==> config.mk <==
export PLATFORM = sky130hd
export DESIGN_NAME = gray_counter
export DESIGN_NICKNAME = d
export VERILOG_FILES = /design/src/rtl/gray_counter.sv
export SDC_FILE = /design/constraint.sdc
export NUM_CORES = 1
export LEC_CHECK = 0
export BUFFER_PORTS_ARGS = -buffer_cell sky130_fd_sc_hd__buf_4
export CAP_MARGIN = 10
export CORE_UTILIZATION = 25
export CTS_CLUSTER_DIAMETER = 30
export DETAILED_ROUTE_END_ITERATION = 10
export HOLD_SLACK_MARGIN = 0.15
export MAX_ROUTING_LAYER = met4
export SLEW_MARGIN = 40
export SYNTH_ARGS = -nofsm -noshare
export SYNTH_HDL_FRONTEND = slang
export SYNTH_SLANG_ARGS = --single-unit
==> constraint.sdc <==
create_clock -name clk -period 2.05 [get_ports clk]
set_clock_uncertainty 0.05 [all_clocks]
set_input_delay 0.205 -clock clk [delete_from_list [all_inputs] [get_ports clk]]
set_output_delay 0.205 -clock clk [all_outputs]
set_load 0.01 [all_outputs]
==> src/rtl/gray_counter.sv <==
// gray_counter: registered up/down binary counter with a Gray-coded mirror.
// Both codes are registered on the same edge, which keeps the Gray output
// glitch-free and usable as a clock-domain-crossing pointer. Supports a
// parallel load in binary or Gray, and wrap or saturate at the range limits.
module gray_counter #(
  parameter int WIDTH = 4,
  parameter bit WRAP  = 1'b1
) (
  input  logic             clk,
  input  logic             rst,
  input  logic             en,
  input  logic             up,
  input  logic             load,
  input  logic             load_is_gray,
  input  logic [WIDTH-1:0] load_val,
  output logic [WIDTH-1:0] bin_out,
  output logic [WIDTH-1:0] gray_out,
  output logic             tc
);

  localparam logic [WIDTH-1:0] MAX_VAL = '1;

  logic [WIDTH-1:0] gray_bin;
  logic [WIDTH-1:0] bin_next;
  logic             tc_next;
  logic             at_limit;

  // Gray-to-binary of the load value: binary bit i is the XOR of Gray bits i and above
  always_comb begin
    gray_bin = '0;
    for (int i = 0; i < WIDTH; i++) begin
      gray_bin[i] = ^(load_val >> i);
    end
  end

  // The limit depends on the direction: all-ones counting up, zero counting down
  assign at_limit = up ? (bin_out == MAX_VAL) : (bin_out == '0);

  // Next-state selection in priority order: load, then count, otherwise hold
  always_comb begin
    // NOTE: defaults first so every path assigns every output; no latch is inferred.
    bin_next = bin_out;
    tc_next  = 1'b0;
    if (load) begin
      bin_next = load_is_gray ? gray_bin : load_val;
    end else if (en) begin
      tc_next = at_limit;
      // In saturate mode a count at the limit leaves the value where it is
      if (!at_limit || WRAP) begin
        bin_next = up ? bin_out + 1'b1 : bin_out - 1'b1;
      end
    end
  end

  // Output registers: binary, Gray and terminal count all update on the same edge
  always_ff @(posedge clk or posedge rst) begin
    // NOTE: non-blocking assignments here so every register samples pre-edge values.
    if (rst) begin
      bin_out  <= '0;
      gray_out <= '0;
      tc       <= 1'b0;
    end else begin
      bin_out  <= bin_next;
      gray_out <= bin_next ^ (bin_next >> 1);
      tc       <= tc_next;
    end
  end

endmodule

---- After elaboration in Yosys (flattened, before gate mapping) ----
Cells that the tools add are included.
operators by class
  $add $sub $neg .......................... 2
  multipliers ............................. 0
  divide/modulo/power cells ............... 0
  $lt $le $gt $ge ......................... 0
  equal/unequal tests ..................... 1
  shift operators ......................... 0
  mux-type cells .......................... 7
  bitwise gates (word level) .............. 1
  reduce and logical (&&, ||, !) cells .... 5
operators with widths
  operator                                                             count
  4-bit two-way mux                                                    4
  4-bit XOR reduction                                                  4
  4-bit by 1-bit adder with 4-bit output (second input constant)       1
  4-bit == test (second input constant)                                1
  4-bit zero test                                                      1
  4-bit by 1-bit subtractor with 4-bit output (second input constant)  1
  4-bit by 3-bit bitwise XOR with 4-bit output                         1
  1-bit two-way mux                                                    3
word-level totals
  register bits ........................... 9
  bits in latches ......................... 0
  RAM bits ................................ 0
  memory bits (read-only) ................. 0
  bits of input ports ..................... 10
  output and inout bits ................... 9
  logic and storage cells ................. 19
  memories kept ........................... 0

---- Logic depth before layout (Yosys ltp) ----
Gate-level depths: netlist (run 1).
  depth after elaboration ................. 5
  mapped depth ............................ 6
  gate-level depth less buffers ........... 6

---- Worst setup path after synthesis (run 1) ----
No wires, ideal clock.
  path type ............................... flip-flop to flip-flop
  from .................................... reg bin_out[0]
  to ...................................... reg gray_out[2]
  setup time .............................. 134 ps
  arrival ................................. 1595 ps
  data required time ...................... 1866 ps
  path slack .............................. 270 ps
  cell stages (with the launch flop) ...... 7
  path buffers ............................ 0
  clock period less this slack ............ 1780 ps
  cell sequence ........................... dfrtp_1 -> inv_1 -> fa_1 -> xnor2_1 -> a211oi_1 -> a21oi_1 -> xor2_2
between the ends
  cells in the longest elaborated chain, start to end .. 5
  elaborated cells between the ends (all ways) .. 6
  classes of those cells .................. add/sub (2); mux (3); bitwise (1)
RTL lines
  what                                                                                                          line  text
  start, declared                                                                                               16    output logic [WIDTH-1:0] bin_out,
  start signal, assigned                                                                                        63    bin_out <= bin_next;
  4-bit by 1-bit subtractor with 4-bit output / 4-bit by 1-bit adder with 4-bit output (equally long branches)  50    bin_next = up ? bin_out + 1'b1 : bin_out - 1'b1;
  4-bit two-way mux *                                                                                           50
  4-bit two-way mux *                                                                                           46    end else if (en) begin
  4-bit two-way mux *                                                                                           44    if (load) begin
  net bin_next[2]                                                                                               24    logic [WIDTH-1:0] bin_next;
  4-bit by 3-bit bitwise XOR with 4-bit output *                                                                64    gray_out <= bin_next ^ (bin_next >> 1);
  end signal, assigned                                                                                          64
  end, declared                                                                                                 17    output logic [WIDTH-1:0] gray_out,
The timed path passes the listed nets; every way through them passes the cells marked *.

---- Worst setup path in the final report (run 1) ----
  from .................................... reg bin_out[0]
  to ...................................... reg gray_out[1]
Same word-level chain as after synthesis.

==> results of run 1 <==
==> where the power goes <==
| group | internal (µW) | leakage [µW] | total (µW) | switching (µW) |
|---|---|---|---|---|
| combinational | 142 | 0.000246 | 266 | 124 |
| sequential | 194 | 0.0000953 | 228 | 33.2 |
| clock | 67.1 | 0.0000138 | 122 | 55.0 |
| total | 404 | 0.000355 | 616 | 212 |
==> stage by stage <==
stage / util / power, µW / cells / worst slack [ns] / hold WS [ns]
3_3_place_gp: 0.333 / 493 / 100 / 0.263 / 0.123
5_1_grt: 0.347 / 670 / 104 / 0.0318 / 0.177
2_1_floorplan: - / 393 / 57 / 0.270 / -0.0293
3_5_place_dp: 0.333 / 499 / 100 / 0.180 / 0.121
4_1_cts: 0.347 / 628 / 104 / 0.169 / 0.174
6_report: 0.347 / 616 / 104 / 0.166 / 0.187
==> cells by family after synthesis <==
kind of cell / Yosys count
flip-flops: 8
XOR/XNOR: 9
AND/OR/NAND/NOR: 18
adder cells (fa/ha/maj): 3
AO/OA/AOI/OAI: 11
multiplexers: 1
buffers and inverters: 7
==> synthesized netlist by cell type <==
cell and number:
inv_1 4, nand3_1 1, nand2_1 3, nor4_1 1
and2_1 1, buf_4 2, nor3b_1 2, nor4bb_1 1
nand2b_1 1, a221oi_2 1, buf_2 1, or3_4 1
ha_1 2, a21o_1 1, a22o_1 1, xnor2_1 3
xor2_1 4, dfrtp_1 8, o21ai_1 1, fa_1 1
nand4_1 1, xor3_1 1, nand3b_1 1, a211oi_1 1
nor2b_1 1, xor2_2 1, a2bb2oi_1 2, or4b_1 1
mux2i_1 1, nor2_1 3, a21oi_1 4
==> registers in the layout, indices dropped and copies added (netlist names) <==
name,count
bin_out,4
gray_out,3
tc,1
==> per-layer routing <==
layer,GRT usage,up-vias,part of all wire
met1,0.128,213,0.46
met5,-,-,0
met4,0.0694,0,0.0085
li1,-,237,-
met3,0.0364,2,0.054
met2,0.164,18,0.47
==> what timing repair did <==
| item | 4_1_cts | 5_1_grt |
|---|---|---|
| buffers inserted | 0 | 0 |
| hold buffers | 1 | 0 |
| endpoints found under the hold margin | 8 | 0 |
| setup endpoints to repair | 0 | 0 |
==> worst min path at each step <==
stage | depth (start not counted) | to
6_report | 2 | tc$_DFF_PP0_
5_1_grt | 2 | tc$_DFF_PP0_
4_1_cts | 2 | tc$_DFF_PP0_
3_5_place_dp | 2 | gray_out[2]$_DFF_PP0_
3_3_place_gp | 2 | gray_out[2]$_DFF_PP0_
2_1_floorplan | 1 | bin_out[0]$_DFF_PP0_
==> worst max-delay path: stages (launching register included) <==
cell and delay (ns):
dfrtp_1 0.46, inv_1 0.10, fa_1 0.46, mux2i_1 0.29, a2bb2oi_1 0.29, xor2_1 0.17
==> final cells by class <==
class                   instances  area [µm²]  area share
clock buffers                   3        22.5      0.0293
inverters                       4        15.0      0.0195
multi-input cells              42         350       0.456
flip-flops and latches          8         200       0.261
well taps                      28        35.0      0.0456
repair buffers                 19         145       0.189
==> results_dict.tcl, run 1 <==
set metrics [dict create \
    flow.area_growth_from_synthesis_pct 31.2 \
    grt_max_degree 16 \
    status "complete, no violations" \
    synth_compound_area_frac 0.139 \
    ioPinCount 19 \
    maximum_root_to_sink_buffer_count 2 \
    layout_worst_path_cycle_share 0.919 \
    post_drt_wl_per_cell_um 11.4 \
    vias_per_cell 4.52 \
    ys_seq_area_frac 0.342 \
    drt.antenna.violating_nets 0 \
    die_width_um 50.4 \
    n_antenna_cell 0 \
    die-height_um 50.4 \
    portBuffers 18 \
    detail_route.first_pass.iterations 4 \
    post-dp-hpwl_um 927 \
    ff2ff_path_depth 5 \
    yosysWarningCount 0 \
    setup_violations 0 \
    criticalPathCategory "reg -> reg" \
    finish.instance_area_um2 768 \
    grt_pass1_wl_um 1910 \
    postRouteWirelength_um 1180 \
    synth_area_um2 586 \
    distinct_cell_type_count_of_the_synthesized_netlist 31 \
    max_slew_margin 0.734 \
    synth_area_in_xor_xnor 0.173 \
    cts.reportedPaths.clkPinSlew_ns 0.06 \
    ctsHtreeMaxLevel 1 \
    floorplan.initialDensity 0.265 \
    syn_nets 70 \
    ctsRootBufferMaster "clkbuf_4" \
    simple_gate_fraction_of_synth_area 0.192 \
    cts-buffers-inserted 3 \
    tritoncts "built" \
    dpl-instance-area_um2 736 \
    worstReg2RegEnd "gray_out[1]$_DFF_PP0_" \
    most-common-layout-cells "buf_4 (18), dfrtp_1 (8), inv_1 (4), xor2_1 (4), a21oi_1 (4)" \
    rrSetupSlack_ns 0.17 \
    nets 91 \
    layout.filler_cells 241 \
    syn_area_per_cell_um2 10.3 \
    drc_violations_left 0 \
    worstHoldStart "load" \
    antenna_violations_before_repair 0 \
    timing.hold.worst.class "in -> reg" \
    route.vias.total 470 \
    synth-seq-cells 8 \
    row_count 17 \
    gp_congestion 0.715 \
    finalWorstPathRequiredPeriod_ns 1.88 \
    critical_path_required_ns 2.18 \
    rsz0062_at_grt "no" \
    startpoint "bin_out[0]$_DFF_PP0_" \
    regToRegStartpoint "bin_out[0]$_DFF_PP0_" \
    hold_viol_final 0 \
    muxShareOfSynthArea 0.0171 \
    max_fo_critical_path 7 \
    power_leakage_uw 0.000355 \
    fraction_of_layout_instances_using_a_drive_strength_above_1 0.316 \
    worstPathArrival_ns 2.02 \
    synth_largest_area_cell "dfrtp_1" \
    numClockSinks 8 \
    tightest_slew_ns 0.399 \
    drt_first_iter_violations 4 \
    die_area_um2 2540 \
    mostFrequentLayoutCell "buf_4" \
    core_um2 2210 \
    power.density_cell_area_nw_per_um2 802 \
    setup.worst_path.end "gray_out[1]$_DFF_PP0_" \
    crit_end_element "flip-flop" \
    synth_top_family_by_area "simple AND/OR/NAND/NOR gates" \
    yosys-top-cells-area "dfrtp_1 (34%), xor2_1 (6.0%), xnor2_1 (4.5%), ha_1 (4.3%), xor3_1 (4.1%)" \
    clkLatencyLatePin_ns 0.26 \
    synthDominantCellAreaShare 0.342 \
    ir_worst_vdd_uv 254 \
    crit_path_start_kind "flip-flop" \
    total_negative_setup_slacks_ns 0 \
    grt_overflow 0 \
    number_of_max_slew_violations_in_the_final_report 0 \
    post_synth_inst_count 57 \
    cts_repair_resize_count 0 \
    first_global_vias 426 \
    fmax_ghz 0.531 \
    max_cap_viols 0 \
    yosys.area_share.adder 0.0769 \
    gr-usage-all-layers 0.111 \
]
(Power assumes the default switching activity.)
==> inputs of run 2 (changes only) <==
Settings changed: BUFFER_PORTS_ARGS -buffer_cell sky130_fd_sc_hd__buf_4 to default, CORE_AREA from default to 2 2 39 41, CORE_UTILIZATION 25 to default, DIE_AREA from default to 0 0 41 43, DONT_BUFFER_PORTS from default to 1.
==> results_dict.tcl, run 2 (synthesis results as in run 1) <==
set metrics [dict create \
    status "complete, no violations" \
    cpMaxStageDelayCell "dfrtp_1" \
    ioPinCount 19 \
    grt_pass1_wl_um 1640 \
    antenna_violations_before_repair 0 \
    row_count 14 \
    n_antenna_cell 0 \
    tightest_slew_ns 0.462 \
    critical_path_required_ns 2.17 \
    route.vias.total 436 \
    max_fo_critical_path 4 \
    total_negative_setup_slacks_ns 0 \
    number_of_max_slew_violations_in_the_final_report 0 \
    criticalPathCategory "reg -> reg" \
    path_delay_family "compound AO/OA/AOI/OAI gates" \
    tritoncts "built" \
    mostFrequentLayoutCell "dfrtp_1" \
    detailroute.wirelength.met3_um 60 \
    clkLatencyLatePin_ns 0.25 \
    numClockSinks 8 \
    crit_end_element "flip-flop" \
    timing.hold.worst.class "in -> reg" \
    detailroute.wirelength.met2_um 477 \
    grt_max_degree 9 \
    cts.reportedPaths.clkPinSlew_ns 0.05 \
    worst-path-buf-inv 1 \
    portBuffers 0 \
    min_path_cells 3 \
    layout_worst_path_cycle_share 0.915 \
    rrSetupSlack_ns 0.17 \
    worstPathArrival_ns 2.00 \
    die_width_um 41 \
    postRouteWirelength_um 1010 \
    max_cap_viols 0 \
    drt.antenna.violating_nets 0 \
    power_leakage_uw 0.000293 \
    finalWorstPathRequiredPeriod_ns 1.88 \
    worstHoldStart "en" \
    vias_per_cell 5.52 \
    top_register "bin_out" \
    nets 78 \
    worst_hold_path.endpoint "bin_out[0]$_DFF_PP0_" \
    cts_repair_resize_count 0 \
    rsz0062_at_grt "no" \
    hold_viol_final 0 \
    post_cts_setup_buffer_count 0 \
    worst_path_largest_cell_delay_ns 0.42 \
    die-height_um 43 \
    core_um2 1380 \
    drt_first_iter_violations 2 \
    most-common-layout-cells "dfrtp_1 (8), inv_1 (4), xor2_1 (4), a21oi_1 (4), dlygate4sd3_1 (4)" \
    detail_route.first_pass.iterations 4 \
    setup_violations 0 \
    gr-usage-all-layers 0.140 \
    fmax_ghz 0.533 \
    ctsHtreeMaxLevel 1 \
    die_area_um2 1760 \
    max_reg_flops 4 \
    utilization 0.479 \
    drc_violations_left 0 \
    gp_congestion 0.747 \
    ff2ff_path_depth 6 \
    fraction_of_layout_instances_using_a_drive_strength_above_1 0.127 \
    grt_overflow 0 \
    crit_path_start_kind "flip-flop" \
    max_slew_margin 0.692 \
    highest-signal-layer "met4" \
    ctsRootBufferMaster "clkbuf_4" \
    floorplan.initialDensity 0.423 \
    post-dp-hpwl_um 817 \
    postCtsHoldBufs 4 \
    power.density_cell_area_nw_per_um2 819 \
    detail_route.wirelength.met1_um 458 \
    worstReg2RegEnd "gray_out[1]$_DFF_PP0_" \
    maximum_root_to_sink_buffer_count 2 \
    cts-buffers-inserted 3 \
    largest_registers "bin_out (4), gray_out (3), tc (1)" \
    flow.area_growth_from_synthesis_pct 13.2 \
    post_drt_wl_per_cell_um 12.7 \
    ir_worst_vdd_uv 259 \
    first_global_vias 400 \
    regToRegStartpoint "bin_out[1]$_DFF_PP0_" \
    ordered_cell_list_for_the_critical_path "inv_1 -> fa_1 -> xnor2_1 -> a211oi_1 -> a21oi_1 -> xor2_1" \
]
run 2: area by class of cell:
class | count | area (µm²)
clock buffer | 3 | 22.5
fill | 129 | 721
inverter | 4 | 15.0
multi-input combinational | 42 | 350
sequential | 8 | 200
tap | 16 | 20.0
timing repair buffer | 6 | 55.1
run 2: worst reg2reg max path: stages (launching register included):
cell and delay, ns:
dfrtp_1 0.42, inv_1 0.12, fa_1 0.39, xnor2_1 0.17, a211oi_1 0.09, a21oi_1 0.38, xor2_1 0.18
run 2: per-stage QoR:
stage | total power (µW) | setup slack, ns | instance area [µm²] | instances | hold slack, ns
3_3_place_gp | 425 | 0.191 | 601 | 72 | -0.000525
5_1_grt | 587 | 0.0151 | 663 | 79 | 0.174
3_5_place_dp | 425 | 0.188 | 601 | 72 | 0.00102
2_1_floorplan | 393 | 0.270 | 586 | 57 | -0.0293
6_report | 543 | 0.174 | 663 | 79 | 0.154
4_1_cts | 548 | 0.153 | 663 | 79 | 0.152
run 2: routing by layer:
| layer | GRT usage | vias to the layer above |
|---|---|---|
| met4 | 0.0600 | 0 |
| met3 | 0.0628 | 2 |
| met1 | 0.178 | 205 |
| li1 | - | 211 |
| met2 | 0.188 | 18 |
| met5 | - | - |
run 2: how the worst max path moves through the flow:
| stage | from | to | slack [ns] | cells past startpoint |
|---|---|---|---|---|
| floorplan | bin_out[0]$_DFF_PP0_ | gray_out[2]$_DFF_PP0_ | 0.27 | 6 |
| global placement | bin_out[1]$_DFF_PP0_ | gray_out[1]$_DFF_PP0_ | 0.19 | 6 |
| detailed placement | bin_out[1]$_DFF_PP0_ | gray_out[1]$_DFF_PP0_ | 0.19 | 6 |
| CTS | bin_out[1]$_DFF_PP0_ | gray_out[1]$_DFF_PP0_ | 0.15 | 6 |
| global route | bin_out[1]$_DFF_PP0_ | gray_out[1]$_DFF_PP0_ | 0.02 | 6 |
| finish | bin_out[1]$_DFF_PP0_ | gray_out[1]$_DFF_PP0_ | 0.17 | 6 |
run 2: where the power goes:
part,internal [µW],leakage [µW],switching (µW)
clock,66.7,0.0000138,48.6
sequential,195,0.0000953,37.7
combinational,96.1,0.000184,98.6
